File: config.mk
export PLATFORM = sky130hd
export DESIGN_NAME = apb_uart_ctrl
export DESIGN_NICKNAME = d
export VERILOG_FILES = /design/src/rtl/apb_uart_pkg.sv /design/src/rtl/uart_rx_core.sv /design/src/rtl/apb_uart_ctrl.sv
export SDC_FILE = /design/constraint.sdc
export NUM_CORES = 1
export LEC_CHECK = 0
export CORE_MARGIN = 10
export CORE_UTILIZATION = 52
export CTS_BUF_LIST = sky130_fd_sc_hd__clkbuf_4 sky130_fd_sc_hd__clkbuf_8
export CTS_CLUSTER_DIAMETER = 40
export DETAILED_ROUTE_END_ITERATION = 10
export PLACE_DENSITY = 0.82
export RECOVER_POWER = 100
export SLEW_MARGIN = 25
export SYNTH_ARGS = -nofsm -noshare
export SYNTH_HDL_FRONTEND = slang
export SYNTH_SLANG_ARGS = --single-unit
File: constraint.sdc
create_clock -name clk -period 2.5 [get_ports clk]
set_clock_uncertainty 0.2 [all_clocks]
set_input_delay 0.5 -clock clk [delete_from_list [all_inputs] [get_ports clk]]
set_output_delay 0.5 -clock clk [all_outputs]
set_load 0.05 [all_outputs]
File: src/rtl/apb_uart_pkg.sv
// Shared register addresses and FSM state types for the APB UART slice.
package apb_uart_pkg;

  localparam logic [3:0] ADDR_CTRL   = 4'h0;
  localparam logic [3:0] ADDR_TXDATA = 4'h4;
  localparam logic [3:0] ADDR_RXSTAT = 4'h8;
  localparam logic [3:0] ADDR_RXDATA = 4'hC;

  typedef enum logic [1:0] {
    TX_IDLE  = 2'd0,
    TX_START = 2'd1,
    TX_DATA  = 2'd2,
    TX_STOP  = 2'd3
  } tx_state_e;

  typedef enum logic [1:0] {
    RX_IDLE  = 2'd0,
    RX_START = 2'd1,
    RX_DATA  = 2'd2,
    RX_STOP  = 2'd3
  } rx_state_e;

endpackage

File: src/rtl/uart_rx_core.sv
// 8N1 receiver: rxd synchronizer, mid-bit sampling FSM, one-cycle done/frame-error strobes.
//   state    | meaning
//   RX_IDLE  | line idle, waiting for a falling edge
//   RX_START | half a bit in, re-checking the start bit (glitch filter)
//   RX_DATA  | sampling 8 data bits mid-bit, LSB first
//   RX_STOP  | sampling the stop bit, then strobing done or frame error
module uart_rx_core
  import apb_uart_pkg::*;
#(
  parameter int CLKS_PER_BIT = 16
) (
  input  logic       clk,
  input  logic       rstn,
  input  logic       i_rxd,
  output logic [7:0] o_rx_byte,
  output logic       o_rx_done,
  output logic       o_rx_ferr
);

  localparam int CNT_W = $clog2(CLKS_PER_BIT);
  localparam logic [CNT_W-1:0] FULL_BIT = CNT_W'(CLKS_PER_BIT - 1);
  localparam logic [CNT_W-1:0] HALF_BIT = CNT_W'(CLKS_PER_BIT / 2 - 1);

  rx_state_e        r_state;
  logic             r_sync1;
  logic             r_sync2;
  logic             r_rxd_q;
  logic [CNT_W-1:0] r_cnt;
  logic [2:0]       r_bit_idx;
  logic [7:0]       r_shift;
  logic             r_done;
  logic             r_ferr;

  always_ff @(posedge clk or posedge rstn) begin
    if (rstn) begin
      r_state   <= RX_IDLE;
      r_sync1   <= 1'b1;
      r_sync2   <= 1'b1;
      r_rxd_q   <= 1'b1;
      r_cnt     <= '0;
      r_bit_idx <= '0;
      r_shift   <= '0;
      r_done    <= 1'b0;
      r_ferr    <= 1'b0;
    end else begin
      r_sync1 <= i_rxd;
      r_sync2 <= r_sync1;
      r_rxd_q <= r_sync2;
      r_done  <= 1'b0;
      r_ferr  <= 1'b0;
      case (r_state)
        RX_IDLE: begin
          if (r_rxd_q && !r_sync2) begin
            r_state <= RX_START;
            r_cnt   <= HALF_BIT;
          end
        end
        RX_START: begin
          if (r_cnt == '0) begin
            if (!r_sync2) begin
              r_state   <= RX_DATA;
              r_cnt     <= FULL_BIT;
              r_bit_idx <= '0;
            end else begin
              r_state <= RX_IDLE;
            end
          end else begin
            r_cnt <= r_cnt - 1'b1;
          end
        end
        RX_DATA: begin
          if (r_cnt == '0) begin
            r_shift <= {r_sync2, r_shift[7:1]};
            r_cnt   <= FULL_BIT;
            if (r_bit_idx == 3'd7) r_state <= RX_STOP;
            else                   r_bit_idx <= r_bit_idx + 1'b1;
          end else begin
            r_cnt <= r_cnt - 1'b1;
          end
        end
        RX_STOP: begin
          if (r_cnt == '0) begin
            r_done  <= r_sync2;
            r_ferr  <= !r_sync2;
            r_state <= RX_IDLE;
          end else begin
            r_cnt <= r_cnt - 1'b1;
          end
        end
        default: r_state <= RX_IDLE;
      endcase
    end
  end

  assign o_rx_byte = r_shift;
  assign o_rx_done = r_done;
  assign o_rx_ferr = r_ferr;

endmodule

File: src/rtl/apb_uart_ctrl.sv
// APB3 UART: register file, 8N1 transmitter FSM and RX status flags around uart_rx_core.
//   state    | meaning
//   TX_IDLE  | txd high, waiting for a start command
//   TX_START | driving the start bit
//   TX_DATA  | shifting out 8 data bits, LSB first
//   TX_STOP  | driving the stop bit; busy drops when it ends
module apb_uart_ctrl
  import apb_uart_pkg::*;
#(
  parameter int CLKS_PER_BIT = 16
) (
  input  logic        clk,
  input  logic        rstn,
  input  logic [3:0]  paddr,
  input  logic        psel,
  input  logic        penable,
  input  logic        pwrite,
  input  logic [31:0] pwdata,
  output logic [31:0] prdata,
  output logic        pready,
  output logic        pslverr,
  input  logic        rxd,
  output logic        txd
);

  localparam int CNT_W = $clog2(CLKS_PER_BIT);
  localparam logic [CNT_W-1:0] FULL_BIT = CNT_W'(CLKS_PER_BIT - 1);

  tx_state_e        r_tx_state;
  logic [CNT_W-1:0] r_tx_cnt;
  logic [2:0]       r_tx_bit_idx;
  logic [7:0]       r_tx_shift;
  logic [7:0]       r_tx_data;
  logic             r_tx_busy;
  logic             r_txd;

  logic [7:0]       r_rx_data;
  logic             r_rx_valid;
  logic             r_rx_overrun;
  logic             r_rx_frame_err;

  logic             w_wr;
  logic             w_start;
  logic             w_rd_clr;
  logic [7:0]       w_rx_byte;
  logic             w_rx_done;
  logic             w_rx_ferr;
  logic [31:0]      w_prdata;

  assign w_wr     = psel && penable && pwrite;
  assign w_start  = w_wr && (paddr == ADDR_CTRL) && pwdata[0];
  assign w_rd_clr = psel && penable && !pwrite && (paddr == ADDR_RXDATA);

  always_comb begin
    w_prdata = '0;
    if (psel && !pwrite) begin
      case (paddr)
        ADDR_CTRL:   w_prdata[0]   = r_tx_busy;
        ADDR_TXDATA: w_prdata[7:0] = r_tx_data;
        ADDR_RXSTAT: w_prdata[2:0] = {r_rx_frame_err, r_rx_overrun, r_rx_valid};
        ADDR_RXDATA: w_prdata[7:0] = r_rx_data;
        default:     w_prdata      = '0;
      endcase
    end
  end

  assign prdata  = w_prdata;
  assign pready  = 1'b1;
  assign pslverr = 1'b0;
  assign txd     = r_txd;

  always_ff @(posedge clk or posedge rstn) begin
    if (rstn) begin
      r_tx_data <= '0;
    end else if (w_wr && (paddr == ADDR_TXDATA)) begin
      r_tx_data <= pwdata[7:0];
    end
  end

  always_ff @(posedge clk or posedge rstn) begin
    if (rstn) begin
      r_tx_state   <= TX_IDLE;
      r_tx_cnt     <= '0;
      r_tx_bit_idx <= '0;
      r_tx_shift   <= '0;
      r_tx_busy    <= 1'b0;
      r_txd        <= 1'b1;
    end else begin
      case (r_tx_state)
        TX_IDLE: begin
          // Snapshot the holding register so later TXDATA writes leave this frame alone.
          if (w_start) begin
            r_tx_shift <= r_tx_data;
            r_tx_busy  <= 1'b1;
            r_txd      <= 1'b0;
            r_tx_cnt   <= FULL_BIT;
            r_tx_state <= TX_START;
          end
        end
        TX_START: begin
          if (r_tx_cnt == '0) begin
            r_txd        <= r_tx_shift[0];
            r_tx_cnt     <= FULL_BIT;
            r_tx_bit_idx <= '0;
            r_tx_state   <= TX_DATA;
          end else begin
            r_tx_cnt <= r_tx_cnt - 1'b1;
          end
        end
        TX_DATA: begin
          if (r_tx_cnt == '0) begin
            r_tx_cnt <= FULL_BIT;
            if (r_tx_bit_idx == 3'd7) begin
              r_txd      <= 1'b1;
              r_tx_state <= TX_STOP;
            end else begin
              r_txd        <= r_tx_shift[1];
              r_tx_shift   <= {1'b0, r_tx_shift[7:1]};
              r_tx_bit_idx <= r_tx_bit_idx + 1'b1;
            end
          end else begin
            r_tx_cnt <= r_tx_cnt - 1'b1;
          end
        end
        TX_STOP: begin
          if (r_tx_cnt == '0) begin
            r_tx_busy  <= 1'b0;
            r_tx_state <= TX_IDLE;
          end else begin
            r_tx_cnt <= r_tx_cnt - 1'b1;
          end
        end
        default: r_tx_state <= TX_IDLE;
      endcase
    end
  end

  uart_rx_core #(
    .CLKS_PER_BIT(CLKS_PER_BIT)
  ) u_rx (
    .clk       (clk),
    .rstn      (rstn),
    .i_rxd     (rxd),
    .o_rx_byte (w_rx_byte),
    .o_rx_done (w_rx_done),
    .o_rx_ferr (w_rx_ferr)
  );

  // Later assignments take priority: a byte landing during an RXDATA read stays valid without overrun.
  always_ff @(posedge clk or posedge rstn) begin
    if (rstn) begin
      r_rx_data      <= '0;
      r_rx_valid     <= 1'b0;
      r_rx_overrun   <= 1'b0;
      r_rx_frame_err <= 1'b0;
    end else begin
      if (w_rd_clr) begin
        r_rx_valid     <= 1'b0;
        r_rx_overrun   <= 1'b0;
        r_rx_frame_err <= 1'b0;
      end
      if (w_rx_ferr) r_rx_frame_err <= 1'b1;
      if (w_rx_done) begin
        r_rx_data    <= w_rx_byte;
        r_rx_valid   <= 1'b1;
        r_rx_overrun <= !w_rd_clr && (r_rx_overrun || r_rx_valid);
      end
    end
  end

endmodule

# == Word level (Yosys, flattened, before mapping) ==
# Cells that the tools add are included.
# word_totals
out_inout_bits,35
inputBits,42
wordCells,144
register_bits,60
# classes
n_reduce_logical,37
muxes,56
addsub,4
eq_ne,27
# op_table
cell,count
4-bit 2-to-1 mux,8
8-bit 2-to-1 mux,4
2-bit 2-to-1 mux,11
3-bit 2-to-1 mux,7
"2-bit != test, second input constant",10
2-bit one-hot mux with 4 select lines,2
4-bit one-hot mux with 4 select lines,1
8-bit one-hot mux with 2 select lines,1
5-bit AND reduction,3
1-bit 2-to-1 mux,14
4-bit logical NOT,3
3-bit one-hot mux with 2 select lines,2
4-bit one-hot mux with 3 select lines,1
4-bit AND reduction,3
2-bit nonzero test,6
1-bit logical AND,10
"2-bit by 1-bit != test with 1-bit output, second input constant",5
5-bit one-hot mux with 2 select lines,1
"2-bit == test, second input constant",4
"4-bit == test, second input constant",2
"4-bit by 1-bit subtractor with 4-bit output, second input constant",2
"3-bit by 1-bit adder with 3-bit output, second input constant",2
"3-bit == test, second input constant",2
2-bit one-hot mux with 3 select lines,1
13 further kinds,19

# == Depth between registers and ports, before layout ==
# Gate-level depths: netlist of the first run.
# logic_depth
depth_word,6
depth_mapped,7
depth_no_buf,6

# == Modules after synthesis ==
# From an unflattened synthesis of the first run, not the netlist that was laid out.
# unflattened
hier_cells,300
hier_area_um2,3345.7
# by_module_without_submodules
mod,instances,area_per_inst_um2,cells_each
apb_uart_ctrl,1,2258.4,204
uart_rx_core,1,1087.3,96

# == Least setup slack after synthesis of the first run ==
# OpenSTA, ideal clock, no wires.
# synth_timing
kind,input -> output
startpoint,input paddr[1]
endpoint,output prdata[1]
t_required_ps,1800
t_arrival_ps,1880
path_buffers,0
stages,3
slack_ps,-80
path_cell_list,or3b_4 -> or2_2 -> nor2_1
# synth_via
elab_chain_cells,3
elab_cells_between_ends,5
classes_between,eq/ne: 3; mux: 2
# synth_lines
item,line,source
from (decl),apb_uart_ctrl.sv:14,"input logic [3:0] paddr,"
4-bit == test or 4-bit by 3-bit == test with 1-bit output (tied branches),apb_uart_ctrl.sv:57,case (paddr)
2-bit one-hot mux with 3 select lines *,apb_uart_ctrl.sv:57,
8-bit 2-to-1 mux *,apb_uart_ctrl.sv:56,if (psel && !pwrite) begin
to (decl),apb_uart_ctrl.sv:19,"output logic [31:0] prdata,"
# Every way passes the cells marked *; elsewhere a longest branch is shown, timed or not.

# == Worst setup path in the final report of the first run ==
# Same ends and word-level chain as after synthesis.

==> results of run 1 <==
## routing by layer
metal  up-vias  GRT usage (%)
li1       1124              -
met1      1204           16.8
met3        16           5.15
met2        69           26.0
met5         -              0
met4         0           5.76
## final cells by class
class / instances / area (um^2)
repair buffers: 44 / 422
flip-flops and latches: 60 / 1510
clock inverters: 7 / 124
multi-input cells: 221 / 1690
fillers: 495 / 2300
inverters: 14 / 52.6
well taps: 77 / 96.3
clock buffers: 9 / 124
## cell families after synthesis
kind of cell / after synthesis / share of synthesized area [%]
AO/OA/AOI/OAI: 57 / 12.7
adder cells (fa/ha/maj): 16 / 5.95
AND/OR/NAND/NOR: 72 / 11.1
buffers and inverters: 49 / 8.41
multiplexers: 50 / 16.9
other: 2 / 0.223
flip-flops: 60 / 44.8
## metrics by stage
| stage | setup TNS [ps] | hold slack (ps) | std cells | worst slack, ps | area, um^2 |
|---|---|---|---|---|---|
| floorplan | -161 | 145 | 330 | -80.5 | 3450 |
| detailed placement | -5890 | 147 | 414 | -324 | 3780 |
| CTS | 0 | 158 | 432 | 8.84 | 4120 |
| global placement | -4880 | 147 | 414 | -301 | 3780 |
| global route | 0 | 167 | 432 | 8.96 | 4010 |
| finish | 0 | 162 | 432 | 65.2 | 4010 |
## registers in the layout, indices dropped and copies added (netlist names), named ones only
signal,count
r_rx_data,8
r_tx_data,8
r_tx_shift,8
u_rx.o_rx_byte,8
r_tx_cnt,4
u_rx.r_cnt,4
r_tx_bit_idx,3
u_rx.r_bit_idx,3
r_tx_state,2
r_rx_frame_err,1
r_rx_overrun,1
r_rx_valid,1
r_tx_busy,1
txd,1
u_rx.o_rx_done,1
u_rx.o_rx_ferr,1
u_rx.r_rxd_q,1
u_rx.r_state,1
u_rx.r_sync1,1
u_rx.r_sync2,1
## worst max-delay path by stage
stage	slack, ps	from	to
6_report	70	paddr[1]	prdata[1]
3_3_place_gp	-300	psel	r_tx_shift[0]
3_5_place_dp	-320	psel	r_tx_shift[2]
5_1_grt	9	paddr[2]	prdata[1]
4_1_cts	9	pwrite	prdata[7]
2_1_floorplan	-80	paddr[1]	prdata[1]
## timing repair
action                     in CTS  in global routing
hold buffers                    0                  0
setup endpoints to repair       8                  7
setup buffers                   2                  0
pin swaps                       4                  6
gates resized for setup        24                  3
## power breakdown
group	internal, mW	total, mW	switching [mW]
logic	0.316	0.799	0.483
clock network	0.668	1.09	0.419
registers	1.08	1.18	0.101
total	2.07	3.07	1.00
## cells in the final DEF, fill, tap and decap left out, types with 5 or more instances in the layout
master / count
mux2i_1: 6
mux2_2: 42
ha_1: 16
conb_1: 26
nor3b_1: 6
clkdlybuf4s50_1: 10
nor2_1: 12
a31oi_1: 5
clkbuf_1: 7
o21ai_0: 15
dfrtp_1: 56
a21oi_1: 8
dlygate4sd2_1: 5
nand2_1: 21
buf_12: 6
clkbuf_8: 10
buf_4: 9
inv_1: 13
## worst max-delay path: cells and delay by family
kind,cells,cell delay (ps)
simple gates,3,810
buf+inv,2,430
==> impl_metrics.csv, run 1 <==
group,metric,value,unit
floorplan,die_area,10100,um^2
global_route,antenna_found_initial,0,
routing,ant_nets,0,
logic_synthesis,synth_common_cells,"dfrtp_1 (56), mux2_2 (43), buf_4 (26)",
logic_synthesis,ys_seq_elements,60,
clock_tree,clk_pin_slew,70,ps
worst_setup_path,end_kind,"primary output",
worst_setup_path,cp_data_required_time,1800,ps
place,gp_congestion,0.866,
logic_synthesis,avgSynthCellArea,11.0,um^2
clock_tree,numClockSinks,60,
worst_setup_path,startpoint_type,"input pin",
logic_synthesis,syn-instance-count,306,
layout,areaGrowthSynthToFinish,19.3,%
layout,num_antenna_cells,0,
floorplan,coreArea,6310,um^2
sta,min_period_over_period,97.4,%
global_route,grt_overflow,0,
routing,wl_met3,376,um
floorplan,ios,77,
sta,fmaxAchievable,411,MHz
routing,wl_met2,3.84,mm
worst_hold_path,holdPathStages,0,
logic_synthesis,yosysUniqueCellTypes,53,
status,status,"complete, no violations",
routing,drc,0,
logic_synthesis,async_flop_share,100,%
worst_setup_path,r2r_slack,160,ps
routing,wire_per_inst,17.4,um
power,max-vdd-ir-drop,638,uV
logic_synthesis,synthFlopType,"dfrtp_1",
global_route,grt_max_degree,44,
routing,routed_via_density,5.59,
place,portBuffers,26,
clock_tree,clock_latency,350,ps
global_route,grt_pass1_wl,12.3,mm
power,leakage,1.88,nW
floorplan,start_util,53.3,%
worst_setup_path,r2r-start,"r_tx_cnt[0]",
global_route,grt_pass1_vias,2468,
sta,finalMaxSlewViolations,0,
run,maxCapViolCount,0,
logic_synthesis,synth.cell_area,3360,um^2
layout,drive_gt1_share,28.2,%
routing,via_count,2413,
logic_synthesis,yosysWarnings,0,
worst_setup_path,slowest_stage,"or3b_1",
worst_setup_path,r2r_end,"r_tx_state[1]",
logic_synthesis,synth.most_common_cell,"dfrtp_1",
power,pwr_density_cell,765,nW/um^2
logic_synthesis,synth_edf_count,0,
worst_setup_path,worstPathMaxFanout,2,
clock_tree,cts_tree,"yes",
sta,min_period,2430,ps
clock_tree,cts_max_level,3,
sta,worst_slew_pin_slew,1080,ps
worst_hold_path,min_to,"u_rx.r_sync2",
logic_synthesis,synth_top_area_share,41.7,%
sta,slew_headroom,27.9,%
sta,finalSetupViolations,0,
worst_setup_path,critPathArrivalTime,1730,ps
sta,rsz0062_at_grt,"no",
floorplan,die_w,100,um
worst_setup_path,max_stage_delay,400,ps
floorplan,std_cell_rows,29,
worst_hold_path,hold_path.class,"register to register",
logic_synthesis,yosysSeqAreaShare,44.8,%
floorplan,die_y,100,um
logic_synthesis,synth_top_cell_by_area,"dfrtp_1",
routing,first_pass_iters,4,
clock_tree,numCtsBuffers,9,
routing,drt_iter0_markers,106,
worst_setup_path,crit_type,"input pin to primary output",
worst_setup_path,crit_chain,"dlygate4sd2_1 -> or3b_1 -> or2_1 -> nor2_4 -> clkbuf_8",
place,dp_hpwl,5.30,mm
routing,drt-total-wl,7.50,mm
clock_tree,clockBufferDepth,2,
layout,fin_nets,408,
routing,m1WireLength,3.13,mm
global_route,gr-usage-all-layers,15.1,%
sta,hold_viol,0,
worst_hold_path,min_from,"u_rx.r_sync1",
layout,fin_util,63.5,%
power,power.total,3.07,mW
worst_setup_path,reg2reg_depth,7,
clock_tree,cts_root_buf,"clkbuf_8",
routing,dr.max_layer_used,"met4",
logic_synthesis,ys_top_cells_by_area,"dfrtp_1 (42%), mux2_2 (14%), ha_1 (6.0%)",
Power figures use the tool's default switching activity.
==> run 2: changes to the inputs <==
--- a/config.mk
+++ b/config.mk
@@ -5,6 +5,7 @@
 export SDC_FILE = /design/constraint.sdc
 export NUM_CORES = 1
 export LEC_CHECK = 0
+export CORE_ASPECT_RATIO = 0.5
 export CORE_MARGIN = 10
 export CORE_UTILIZATION = 52
 export CTS_BUF_LIST = sky130_fd_sc_hd__clkbuf_4 sky130_fd_sc_hd__clkbuf_8
==> run 2 against run 1 <==
  * Die area rose by 1.9%
  * Register-to-register slack better by 90 ps
  * Via count grew 0.29%
  * Global-route usage decreased by 0.37 points
  * Total power down 9.0%
  * Setup slack got worse by 23 ps
  * Clock power fell by 28%
  * Combinational power is 2% higher
  * Sequential share of layout area rose by 0.32 points
  * Critical path depth is 1 higher
  * Hold slack improved by 1.6 ps
  * Sequential power barely moved
  * Highest routed layer unchanged
==> impl_metrics.csv, run 2 (synthesis results as in run 1) <==
group,metric,value,unit
status,status,"complete, no violations",
sta,finalSetupViolations,0,
place,placed_cell_area,3780,um^2
worst_setup_path,r2r-start,"u_rx.r_cnt[0]",
run,maxCapViolCount,0,
layout,finish.instance_area,3980,um^2
sta,worst_slew_pin_slew,680,ps
routing,wl_met3,407,um
routing,via_count,2420,
global_route,gr-usage-all-layers,14.7,%
worst_setup_path,crit_type,"input pin to register",
floorplan,start_util,54.6,%
floorplan,die_y,76.9,um
sta,whs,164,ps
clock_tree,cts_max_level,3,
power,pwr_density_cell,702,nW/um^2
layout,final_common_cell,"dfrtp_1",
power,power.total,2.79,mW
routing,wire_per_inst,17.7,um
clock_tree,numClockSinks,60,
sta,min_period,2460,ps
worst_setup_path,worstPathMaxFanout,8,
worst_setup_path,startpoint_type,"input pin",
sta,hold_viol,0,
place,dp.cells,423,
layout,num_antenna_cells,0,
place,place_ws,-342,ps
layout,final_cell_mix,"dfrtp_1 (56), mux2_2 (41), conb_1 (26)",
sta,fin_ws,42.3,ps
floorplan,die_area,10300,um^2
worst_setup_path,end_kind,"register",
global_route,grt_pass1_vias,2632,
clock_tree,cts_tree,"yes",
layout,instances_no_fill,440,
worst_setup_path,worstSetupEndpoint,"r_tx_shift[3]",
clock_tree,clock_latency,340,ps
sta,slew_headroom,54.6,%
clock_tree,numCtsBuffers,9,
routing,drc,0,
layout,fin_util,64.6,%
clock_tree,postCtsHoldBufs,0,
routing,dr.max_layer_used,"met4",
floorplan,ios,77,
routing,first_pass_iters,4,
global_route,antenna_found_initial,0,
place,dp_hpwl,5.48,mm
power,leakage,1.86,nW
routing,m1WireLength,2.96,mm
sta,finalSetupTns,0,ps
place,portBuffers,26,
routing,ant_nets,0,
layout,drive_gt1_share,28.7,%
sta,min_period_over_period,98.3,%
global_route,grt_overflow,0,
global_route,grt_max_degree,51,
routing,drt-total-wl,7.78,mm
floorplan,std_cell_rows,20,
clock_tree,clk_pin_slew,60,ps
floorplan,coreArea,6160,um^2
worst_hold_path,holdPathStages,0,
clock_tree,cts_root_buf,"clkbuf_8",
worst_setup_path,cp_data_required_time,2520,ps
worst_setup_path,r2r_slack,250,ps
floorplan,die_w,134,um
routing,routed_via_density,5.50,
worst_setup_path,r2r_end,"u_rx.o_rx_byte[0]",
worst_setup_path,reg2reg_depth,5,
worst_setup_path,crit_start,"paddr[1]",
layout,fin_nets,406,
sta,fmaxAchievable,407,MHz
clock_tree,clockBufferDepth,2,
routing,drt_iter0_markers,243,
layout,areaGrowthSynthToFinish,18.3,%
sta,finalMaxSlewViolations,0,
worst_setup_path,critPathArrivalTime,2470,ps
global_route,grt_pass1_wl,12.5,mm
routing,wl_met2,4.27,mm
layout,fillers,458,
worst_hold_path,hold_path.class,"register to register",
power,max-vdd-ir-drop,425,uV
place,gp_congestion,0.814,
## run 2: metal layers
metal | up-vias | global-route usage [%]
met2 | 70 | 27.6
met1 | 1221 | 14.5
met5 | - | 0
met4 | 0 | 6.48
li1 | 1116 | -
met3 | 13 | 5.07
## run 2: layout make-up
cell class / count / area [um^2] / area share, %
sequential: 60 / 1510 / 37.9
clock buffer: 13 / 166 / 4.18
inverter: 14 / 52.6 / 1.32
tap: 88 / 110 / 2.77
clock inverter: 2 / 10.0 / 0.252
timing repair buffer: 42 / 408 / 10.3
multi-input combinational: 221 / 1720 / 43.3
## run 2: where the power goes
| group | leakage [nW] | switching [mW] | internal [mW] |
|---|---|---|---|
| Sequential | 0.767 | 0.106 | 1.08 |
| Clock | 0.0961 | 0.359 | 0.427 |
| Combinational | 0.995 | 0.492 | 0.325 |
## run 2: what timing repair did
action / in CTS / in global routing
setup endpoints to repair: 8 / 5
pin swaps: 4 / 4
cloned: 0 / 0
hold endpoints to repair: 0 / 0
gates resized for setup: 17 / 12
setup buffers: 1 / 1
## run 2: worst min path at each step
stage | start | to | slack (ps)
floorplan | u_rx.r_sync1 | u_rx.r_sync2 | 150
global placement | u_rx.r_sync1 | u_rx.r_sync2 | 150
detailed placement | u_rx.r_sync1 | u_rx.r_sync2 | 150
CTS | u_rx.r_sync1 | u_rx.r_sync2 | 160
global route | u_rx.r_sync1 | u_rx.r_sync2 | 170
finish | u_rx.r_sync1 | u_rx.r_sync2 | 160
## run 2: critical path, cell delays in order
cell and delay (ps):
dlygate4sd2_1 240, or3b_4 390, clkbuf_1 120, o41a_2 520, a21oi_4 300, mux2_2 390
